`config.mk`:
```
export PLATFORM = sky130hd
export DESIGN_NAME = axi_lite_cmd_master
export DESIGN_NICKNAME = d
export VERILOG_FILES = /design/src/rtl/axi_cmd_pkg.sv /design/src/rtl/axi_lite_cmd_master.sv
export SDC_FILE = /design/constraint.sdc
export NUM_CORES = 1
export LEC_CHECK = 0
export CAP_MARGIN = 15
export CORE_MARGIN = 1.5
export CORE_UTILIZATION = 30
export CTS_BUF_LIST = sky130_fd_sc_hd__clkbuf_8
export CTS_CLUSTER_DIAMETER = 30
export DETAILED_ROUTE_END_ITERATION = 12
export GPL_ROUTABILITY_DRIVEN = 0
export SYNTH_ARGS = -nofsm -noshare
export SYNTH_HDL_FRONTEND = slang
export SYNTH_SLANG_ARGS = --single-unit
```
`constraint.sdc`:
```
create_clock -name M_AXI_ACLK -period 2.66 [get_ports M_AXI_ACLK]
set_input_delay 0.532 -clock M_AXI_ACLK [delete_from_list [all_inputs] [get_ports M_AXI_ACLK]]
set_output_delay 0.532 -clock M_AXI_ACLK [all_outputs]
set_load 0.01 [all_outputs]
```
`src/rtl/axi_cmd_pkg.sv`:
```
// axi_cmd_pkg: command, response-error, FSM state and AXI response types for axi_lite_cmd_master
package axi_cmd_pkg;
  typedef enum logic [1:0] {OP_WRITE, OP_READ, OP_POLL, OP_WAIT} op_e;
  typedef enum logic [1:0] {ERR_OK, ERR_SLV, ERR_CMP, ERR_TMO} rsp_err_e;
  typedef enum logic [2:0] {S_IDLE, S_WR, S_WR_RESP, S_RD_ADDR, S_RD_DATA, S_GAP, S_WAIT, S_RSP} state_e;
  typedef enum logic [1:0] {RESP_OKAY, RESP_EXOKAY, RESP_SLVERR, RESP_DECERR} resp_e;
  function automatic logic resp_is_err(input resp_e r);
    return r == RESP_SLVERR || r == RESP_DECERR;
  endfunction
endpackage

```
`src/rtl/axi_lite_cmd_master.sv`:
```
// axi_lite_cmd_master: executes WRITE/READ/POLL/WAIT commands as single AXI4-Lite transactions
//   cmd_*  : command handshake (op, addr, data/expected, don't-care mask, wait/attempt count)
//   rsp_*  : response handshake (last read data, error code)
//   M_AXI_*: AXI4-Lite master port, one transaction outstanding; busy high outside IDLE
module axi_lite_cmd_master
  import axi_cmd_pkg::*;
#(
  parameter int C_M_AXI_ADDR_WIDTH = 30,
  parameter int C_M_AXI_DATA_WIDTH = 32,
  parameter int COUNT_WIDTH = 32,
  parameter int POLL_GAP = 1000
) (
  input  logic                            M_AXI_ACLK,
  input  logic                            M_AXI_ARESETN,
  input  logic                            cmd_valid,
  output logic                            cmd_ready,
  input  logic [1:0]                      cmd_op,
  input  logic [C_M_AXI_ADDR_WIDTH-1:0]   cmd_addr,
  input  logic [C_M_AXI_DATA_WIDTH-1:0]   cmd_data,
  input  logic [C_M_AXI_DATA_WIDTH-1:0]   cmd_mask,
  input  logic [COUNT_WIDTH-1:0]          cmd_count,
  output logic                            rsp_valid,
  input  logic                            rsp_ready,
  output logic [C_M_AXI_DATA_WIDTH-1:0]   rsp_data,
  output logic [1:0]                      rsp_err,
  output logic                            busy,
  output logic [C_M_AXI_ADDR_WIDTH-1:0]   M_AXI_AWADDR,
  output logic [2:0]                      M_AXI_AWPROT,
  output logic                            M_AXI_AWVALID,
  input  logic                            M_AXI_AWREADY,
  output logic [C_M_AXI_DATA_WIDTH-1:0]   M_AXI_WDATA,
  output logic [C_M_AXI_DATA_WIDTH/8-1:0] M_AXI_WSTRB,
  output logic                            M_AXI_WVALID,
  input  logic                            M_AXI_WREADY,
  input  logic [1:0]                      M_AXI_BRESP,
  input  logic                            M_AXI_BVALID,
  output logic                            M_AXI_BREADY,
  output logic [C_M_AXI_ADDR_WIDTH-1:0]   M_AXI_ARADDR,
  output logic [2:0]                      M_AXI_ARPROT,
  output logic                            M_AXI_ARVALID,
  input  logic                            M_AXI_ARREADY,
  input  logic [C_M_AXI_DATA_WIDTH-1:0]   M_AXI_RDATA,
  input  logic [1:0]                      M_AXI_RRESP,
  input  logic                            M_AXI_RVALID,
  output logic                            M_AXI_RREADY
);
  localparam int AW = C_M_AXI_ADDR_WIDTH;
  localparam int DW = C_M_AXI_DATA_WIDTH;
  localparam logic [COUNT_WIDTH-1:0] ONE = COUNT_WIDTH'(1);
  localparam logic [COUNT_WIDTH-1:0] GAP_N = COUNT_WIDTH'(POLL_GAP);
  state_e state_q, state_d;
  op_e op_q, op_d;
  logic [AW-1:0] addr_q, addr_d;
  logic [DW-1:0] data_q, data_d, mask_q, mask_d, rsp_data_q, rsp_data_d;
  logic [COUNT_WIDTH-1:0] cnt_q, cnt_d, gap_q, gap_d;
  logic awvalid_q, awvalid_d, wvalid_q, wvalid_d, bready_q, bready_d;
  logic arvalid_q, arvalid_d, rready_q, rready_d;
  logic rsp_valid_q, rsp_valid_d, cmd_ready_q, busy_q;
  logic [1:0] rsp_err_q, rsp_err_d;
  logic r_err, r_match;
  assign r_err = resp_is_err(resp_e'(M_AXI_RRESP));
  assign r_match = (M_AXI_RDATA | mask_q) == (data_q | mask_q);
  always_comb begin
    state_d = state_q;
    op_d = op_q;
    addr_d = addr_q;
    data_d = data_q;
    mask_d = mask_q;
    cnt_d = cnt_q;
    gap_d = gap_q;
    awvalid_d = awvalid_q & ~M_AXI_AWREADY;
    wvalid_d = wvalid_q & ~M_AXI_WREADY;
    bready_d = bready_q;
    arvalid_d = arvalid_q;
    rready_d = rready_q;
    rsp_valid_d = rsp_valid_q;
    rsp_data_d = rsp_data_q;
    rsp_err_d = rsp_err_q;
    case (state_q)
      S_IDLE: if (cmd_valid) begin
        op_d = op_e'(cmd_op);
        addr_d = cmd_addr;
        data_d = cmd_data;
        mask_d = cmd_mask;
        cnt_d = cmd_count;
        rsp_data_d = '0;
        rsp_err_d = ERR_OK;
        case (op_e'(cmd_op))
          OP_WRITE: begin
            state_d = S_WR;
            awvalid_d = 1'b1;
            wvalid_d = 1'b1;
          end
          OP_READ: begin
            state_d = S_RD_ADDR;
            arvalid_d = 1'b1;
          end
          OP_POLL: begin
            state_d = S_RD_ADDR;
            arvalid_d = 1'b1;
            cnt_d = cmd_count == '0 ? ONE : cmd_count;
          end
          default: begin
            state_d = cmd_count == '0 ? S_RSP : S_WAIT;
            rsp_valid_d = cmd_count == '0;
          end
        endcase
      end
      // AW and W retire independently; B is only accepted once both are gone
      S_WR: if (!awvalid_d && !wvalid_d) begin
        state_d = S_WR_RESP;
        bready_d = 1'b1;
      end
      S_WR_RESP: if (M_AXI_BVALID) begin
        bready_d = 1'b0;
        state_d = S_RSP;
        rsp_valid_d = 1'b1;
        rsp_err_d = resp_is_err(resp_e'(M_AXI_BRESP)) ? ERR_SLV : ERR_OK;
      end
      S_RD_ADDR: if (M_AXI_ARREADY) begin
        arvalid_d = 1'b0;
        rready_d = 1'b1;
        state_d = S_RD_DATA;
      end
      // a bus error wins over a compare result; a POLL retries until its attempts run out
      S_RD_DATA: if (M_AXI_RVALID) begin
        rready_d = 1'b0;
        rsp_data_d = M_AXI_RDATA;
        if (r_err || op_q == OP_READ || r_match || cnt_q <= ONE) begin
          state_d = S_RSP;
          rsp_valid_d = 1'b1;
          rsp_err_d = r_err ? ERR_SLV : r_match ? ERR_OK : op_q == OP_READ ? ERR_CMP : ERR_TMO;
        end else begin
          cnt_d = cnt_q - ONE;
          gap_d = GAP_N;
          state_d = GAP_N == '0 ? S_RD_ADDR : S_GAP;
          arvalid_d = GAP_N == '0;
        end
      end
      S_GAP: begin
        gap_d = gap_q - ONE;
        if (gap_q <= ONE) begin
          state_d = S_RD_ADDR;
          arvalid_d = 1'b1;
        end
      end
      S_WAIT: begin
        cnt_d = cnt_q - ONE;
        if (cnt_q <= ONE) begin
          state_d = S_RSP;
          rsp_valid_d = 1'b1;
        end
      end
      S_RSP: if (rsp_ready) begin
        rsp_valid_d = 1'b0;
        state_d = S_IDLE;
      end
      default: state_d = S_IDLE;
    endcase
  end
  always_ff @(posedge M_AXI_ACLK or negedge M_AXI_ARESETN) begin
    if (!M_AXI_ARESETN) begin
      state_q <= S_IDLE;
      op_q <= OP_WRITE;
      addr_q <= '0;
      data_q <= '0;
      mask_q <= '0;
      cnt_q <= '0;
      gap_q <= '0;
      awvalid_q <= 1'b0;
      wvalid_q <= 1'b0;
      bready_q <= 1'b0;
      arvalid_q <= 1'b0;
      rready_q <= 1'b0;
      rsp_valid_q <= 1'b0;
      rsp_data_q <= '0;
      rsp_err_q <= ERR_OK;
      cmd_ready_q <= 1'b1;
      busy_q <= 1'b0;
    end else begin
      state_q <= state_d;
      op_q <= op_d;
      addr_q <= addr_d;
      data_q <= data_d;
      mask_q <= mask_d;
      cnt_q <= cnt_d;
      gap_q <= gap_d;
      awvalid_q <= awvalid_d;
      wvalid_q <= wvalid_d;
      bready_q <= bready_d;
      arvalid_q <= arvalid_d;
      rready_q <= rready_d;
      rsp_valid_q <= rsp_valid_d;
      rsp_data_q <= rsp_data_d;
      rsp_err_q <= rsp_err_d;
      cmd_ready_q <= state_d == S_IDLE;
      busy_q <= state_d != S_IDLE;
    end
  end
  assign cmd_ready = cmd_ready_q;
  assign busy = busy_q;
  assign rsp_valid = rsp_valid_q;
  assign rsp_data = rsp_data_q;
  assign rsp_err = rsp_err_q;
  assign M_AXI_AWADDR = addr_q;
  assign M_AXI_AWPROT = '0;
  assign M_AXI_AWVALID = awvalid_q;
  assign M_AXI_WDATA = data_q;
  assign M_AXI_WSTRB = '1;
  assign M_AXI_WVALID = wvalid_q;
  assign M_AXI_BREADY = bready_q;
  assign M_AXI_ARADDR = addr_q;
  assign M_AXI_ARPROT = '0;
  assign M_AXI_ARVALID = arvalid_q;
  assign M_AXI_RREADY = rready_q;
endmodule

```
-- Word level (Yosys, flattened, before mapping)
Index checks and enable logic that the tools add are counted.
- multiplexer cells: 60
- order comparisons: 2
- reductions and logical operators: 32
- bitwise logic cells: 6
- eq/ne operators: 27
- add/sub/neg operators: 2
- operator list (cell ; count):
    32-bit 2-to-1 mux ; 9
    32-bit case mux with 2 select lines ; 2
    32-bit case mux with 3 select lines ; 1
    32-bit by 1-bit <= comparator with 1-bit output, second input constant ; 2
    32-bit OR ; 2
    32-bit by 1-bit subtractor with 32-bit output, second input constant ; 2
    32-bit == test ; 1
    32-bit zero test ; 1
    1-bit 2-to-1 mux ; 26
    3-bit 2-to-1 mux ; 8
    2-bit inequality test, second input constant ; 12
    3-bit case mux with 8 select lines ; 1
    2-bit 2-to-1 mux ; 7
    3-bit == test, second input constant ; 4
    3-bit AND reduction ; 4
    2-bit == test, second input constant ; 5
    3-bit nonzero test ; 3
    8-bit AND reduction ; 1
    2-bit nonzero test ; 4
    7-bit AND reduction ; 1
    3-bit by 2-bit == test with 1-bit output, second input constant ; 2
    3-bit zero test ; 2
    2-bit case mux with 3 select lines ; 1
    3-bit case mux with 2 select lines ; 1
    other kinds (18) ; 27
- output and inout port bits: 144
- flip-flop bits (word level): 205

-- Longest topological paths before layout
- word-level depth: 9
- gate-level depth with buffers: 12
- depth with buffers taken out: 9

-- Worst setup path after synthesis
No wires, ideal clock.
- kind: reg2reg
- start point: register gap_q[0]
- end point: register gap_q[24]
- arrival: 2372 ps
- library setup time: 122 ps
- path slack: 166 ps
- clock period less this slack: 2494 ps
- cell stages (with the launch flop): 10
- cells stage by stage: dfrtp_1 > inv_1 > ha_1 > or3b_1 > or2_1 > nor3_4 > nand4_1 > or4b_1 > xor2_1 > nor2_1
- longest elaborated chain between the ends: 2
- RTL lines (item ; RTL line ; RTL):
    start: declaration ; axi_lite_cmd_master.sv:55 ; logic [COUNT_WIDTH-1:0] cnt_q, cnt_d, gap_q, gap_d;
    start signal: assignment ; axi_lite_cmd_master.sv:187 ; gap_q <= gap_d;
    32-bit by 1-bit subtractor with 32-bit output ; axi_lite_cmd_master.sv:141 ; gap_d = gap_q - ONE;
    32-bit case mux with 2 select lines ; axi_lite_cmd_master.sv:79 ; case (state_q)
Every way passes these cells.
A chain may end at the register's enable or synchronous reset.

-- Final worst setup path
- start point: register cnt_q[11]
- end point: register cnt_q[21]
- longest elaborated chain between the ends: 4
- elaborated cells on any way between the ends: 8
- RTL lines (item ; RTL line ; RTL):
    start: declaration ; axi_lite_cmd_master.sv:55 ;
    start signal: assignment ; axi_lite_cmd_master.sv:186 ; cnt_q <= cnt_d;
    32-bit by 1-bit subtractor with 32-bit output / 32-bit by 1-bit <= comparator with 1-bit output (equally long branches) ; axi_lite_cmd_master.sv:134, axi_lite_cmd_master.sv:148, axi_lite_cmd_master.sv:129 ;
    32-bit 2-to-1 mux / 1-bit logical OR (equally long branches) ; axi_lite_cmd_master.sv:129 ; if (r_err || op_q == OP_READ || r_match || cnt_q <= ONE) begin
    32-bit 2-to-1 mux / 2-bit inequality test (equally long branches) ; -- ;
    32-bit case mux with 3 select lines / 4-bit AND reduction (equally long branches) ; -- ;
Several ways; a longest one is shown, not always the timed one. The select of a mux whose other input is x is not followed.

==> results.md <==
- Status: completed
- Final Setup Violations: 0
- TritonRoute pass-1 iters: 5
- Core area: 34400 µm²
- Synth warn: 0
- Area occupied by registers: 5130 µm²
- Critical-path top delay cell: or3_1
- Synthesized flop and latch total: 205
- Max Transition Viols Final: 0
- Routed wire per std cell: 17.1 µm
- Setup Skew: 0.0204 ns
- Final cell count without fillers: 2077
- Via density: 4.85
- Post-synth EDFFs: 0
- Nets: 1753
- Fin area: 15900 µm²
- Diodes inserted: 0
- Crit share post-route: 0.965
- Num ports: 317
- Post-Synthesis Cells: 1206
- Root Driver: clkbuf_8
- Avg Inst Size Synth: 8.63 µm²
- Mapped cell area: 10400 µm²
- Clk slew on worst S/H paths: 0.05 ns
- Multi-input gate area: 4720 µm²
- Crit path launch type: flop
- Tightest Pin Transition: 0.706 ns
- RSZ-0062 raised after global routing: false
- Starting Density: 0.303
- Post-synthesis simple-gate area fraction: 0.262
- Min setup slack post-route: 0.0940 ns
- Final Util: 0.461
- Post-synthesis compound-gate area fraction: 0.128
- Async SR Flop Fraction: 1.00
- H-tree depth: 3
- Worst Hold Class: reg2reg
- Vias: 10078
- Critical Path AT: 3.00 ns
- CP endpoint kind: flop
- Max Cap Viol: 0
- Pwr dens: 1200 nW/µm²
- Power consumption: 19.0 mW
- Cells taking the most area after synthesis: dfrtp_1 (49%), nand2_1 (14%), xnor2_1 (3.5%)
- Post-Synth XOR/XNOR Area: 0.0404
- WHS: 0.472 ns
- Final setup TNS: 0 ns
- CP max stage delay: 0.42 ns
- CTS Buf Count: 66
- First-pass GRT wire length: 56.1 mm
- Total grt overflow: 0
- Port buffer count: 304
- Placed cell areas: 14300 µm²
- Initial antenna violation count: 2
- Crit Path Class: reg2reg
- Worst endpoint required time: 3.09 ns
- Peak supply drop: 507 µV
- Pin count of the biggest net entering global routing: 65
- Layout area overhead: 52.2%
- Largest family of logic cells by synthesized area: simple AND/OR/NAND/NOR gates
- Main synth FF type: dfrtp_1
- CP top delay family: simple AND/OR/NAND/NOR gates
- DP HPWL: 25.2 mm
- DRT antenna net count: 0
- Placed Cells: 1957
- DRC errors left: 0
- Die Width: 189 µm
- Pre-CTS setup slack: -0.460 ns
- Final hold viol count: 0
- Critical Path Most Common Cell: buf_4
- Final min period: 2.57 ns
- Buf+Inv Stages, Crit Path: 2
- Mux cell area share after synthesis: 0.00421
- CTS Sinks: 205
- TritonCTS clock tree: done
- Max frequency: 390 MHz
- Synth top area share: 0.490
- Vias in the first global route: 10213
- Clock tree buffer depth: 3
- Post-synthesis sequential area ratio: 0.493
- Die height: 189 µm
- Skew-Pair Late Insertion Delay: 0.57 ns
- Post-synthesis adder-cell area fraction: 0.00961
- Top cells by count, synth: nand2_1 (390), dfrtp_1 (204), nor2_1 (60)
- Post-Route WL: 35.5 mm
- Top cell type by total area after synthesis: dfrtp_1
- Fillers: 3337
- Layout cells sized above 1: 0.137
- 1st-iter DRT viols: 575
- Leakage: 6.98 nW
- Rel. slew slack: 0.530
- Global Route Usage Sum: 0.199
- Most common cell in the netlist: nand2_1
- DIE AREA: 35800 µm²
- CP Cell Sequence: or3_1 -> nor4bb_2 -> buf_4 -> nand4_1 -> nand2_2 -> or3b_4 -> buf_4 -> a21boi_0 -> o32a_1
- Netlist cell types: 67
- CP Max Fanout: 11
- Row cnt: 68
metal layers:
metal / vias to the layer above / GRT usage / wire (µm) / part of all wire
met5: - / 0 / 13 / 0.00037
met4: 2 / 0.0879 / 1090 / 0.031
met3: 72 / 0.0478 / 2210 / 0.062
met2: 332 / 0.316 / 16700 / 0.47
met1: 4829 / 0.256 / 15500 / 0.44
li1: 4843 / - / - / -
final timing paths:
check / startpoint / end / slack (ns) / cells after the start
hold reg to reg: rsp_data[3] / rsp_data[3] / 0.47 / 2
setup / recovery: cnt_q[11] / cnt_q[21] / 0.09 / 9
max in group asynchronous: M_AXI_ARESETN / M_AXI_ARADDR[25] / 1.39 / 3
setup reg to reg: cnt_q[11] / cnt_q[21] / 0.09 / 9
hold / removal: rsp_data[3] / rsp_data[3] / 0.47 / 2
min in group asynchronous: M_AXI_ARESETN / M_AXI_AWVALID / 0.50 / 2
worst min-delay path, stage by stage, from the launching register on:
cell	delay (ns)
dfrtp_1	0.33
nand2_1	0.04
o21ai_0	0.06
sequential cells by signal, summed over array words and instances (netlist names):
signal	flops
op_q	2
mask_q	32
busy	1
rsp_err	2
M_AXI_WDATA	32
M_AXI_ARVALID	1
state_q	3
M_AXI_RREADY	1
M_AXI_WVALID	1
M_AXI_AWVALID	1
cnt_q	32
rsp_valid	1
cmd_ready	1
gap_q	32
rsp_data	32
M_AXI_BREADY	1
M_AXI_ARADDR	30
placed cells by master (no fill, tap or decap), types with 7 or more instances in the layout:
| cell type | instances |
|---|---|
| nand3_1 | 35 |
| inv_1 | 35 |
| buf_4 | 77 |
| nand2_1 | 388 |
| o21ai_0 | 54 |
| bufinv_16 | 10 |
| dfrtp_1 | 204 |
| ha_1 | 8 |
| conb_1 | 10 |
| clkdlybuf4s50_1 | 303 |
| nor3b_1 | 10 |
| a21oi_1 | 43 |
| o32ai_1 | 15 |
| nor4_1 | 24 |
| o22ai_1 | 21 |
| nand4_1 | 8 |
| nor2_1 | 58 |
| clkbuf_8 | 75 |
| o31ai_1 | 8 |
| xnor2_1 | 42 |
| a31oi_1 | 12 |
| clkinv_2 | 14 |
| o32a_1 | 7 |
| buf_12 | 11 |
| a211oi_1 | 10 |
| nand3b_1 | 7 |
| nor3_1 | 23 |
cell families after synthesis:
group                    count (synthesis)
AO/OA/AOI/OAI                          206
XOR/XNOR                                48
adder cells (fa/ha/maj)                  8
buffers and inverters                  125
flip-flops                             205
multiplexers                             4
other                                    2
AND/OR/NAND/NOR                        608
where the power goes:
part	total, mW	switching [mW]	leakage, nW	internal, mW
clock	5.34	1.81	0.817	3.52
sequential	5.74	1.20	2.59	4.54
combinational	7.93	3.96	3.58	3.96
cell type report:
| type | instances | area share |
|---|---|---|
| Clock inverter | 44 | 0.0298 |
| Tap cell | 455 | 0.0359 |
| Sequential cell | 205 | 0.324 |
| Inverter | 21 | 0.00497 |
| Multi-Input combinational cell | 884 | 0.298 |
| Timing Repair Buffer | 394 | 0.244 |
| Clock buffer | 74 | 0.0642 |
what timing repair did:
action	4_1_cts	5_1_grt
hold buffers	1	0
setup endpoints to repair	0	31
resized for setup	0	5
setup buffers	0	1
hold endpoints to repair	47	0
Note: power is estimated with default switching activity, not from simulation.
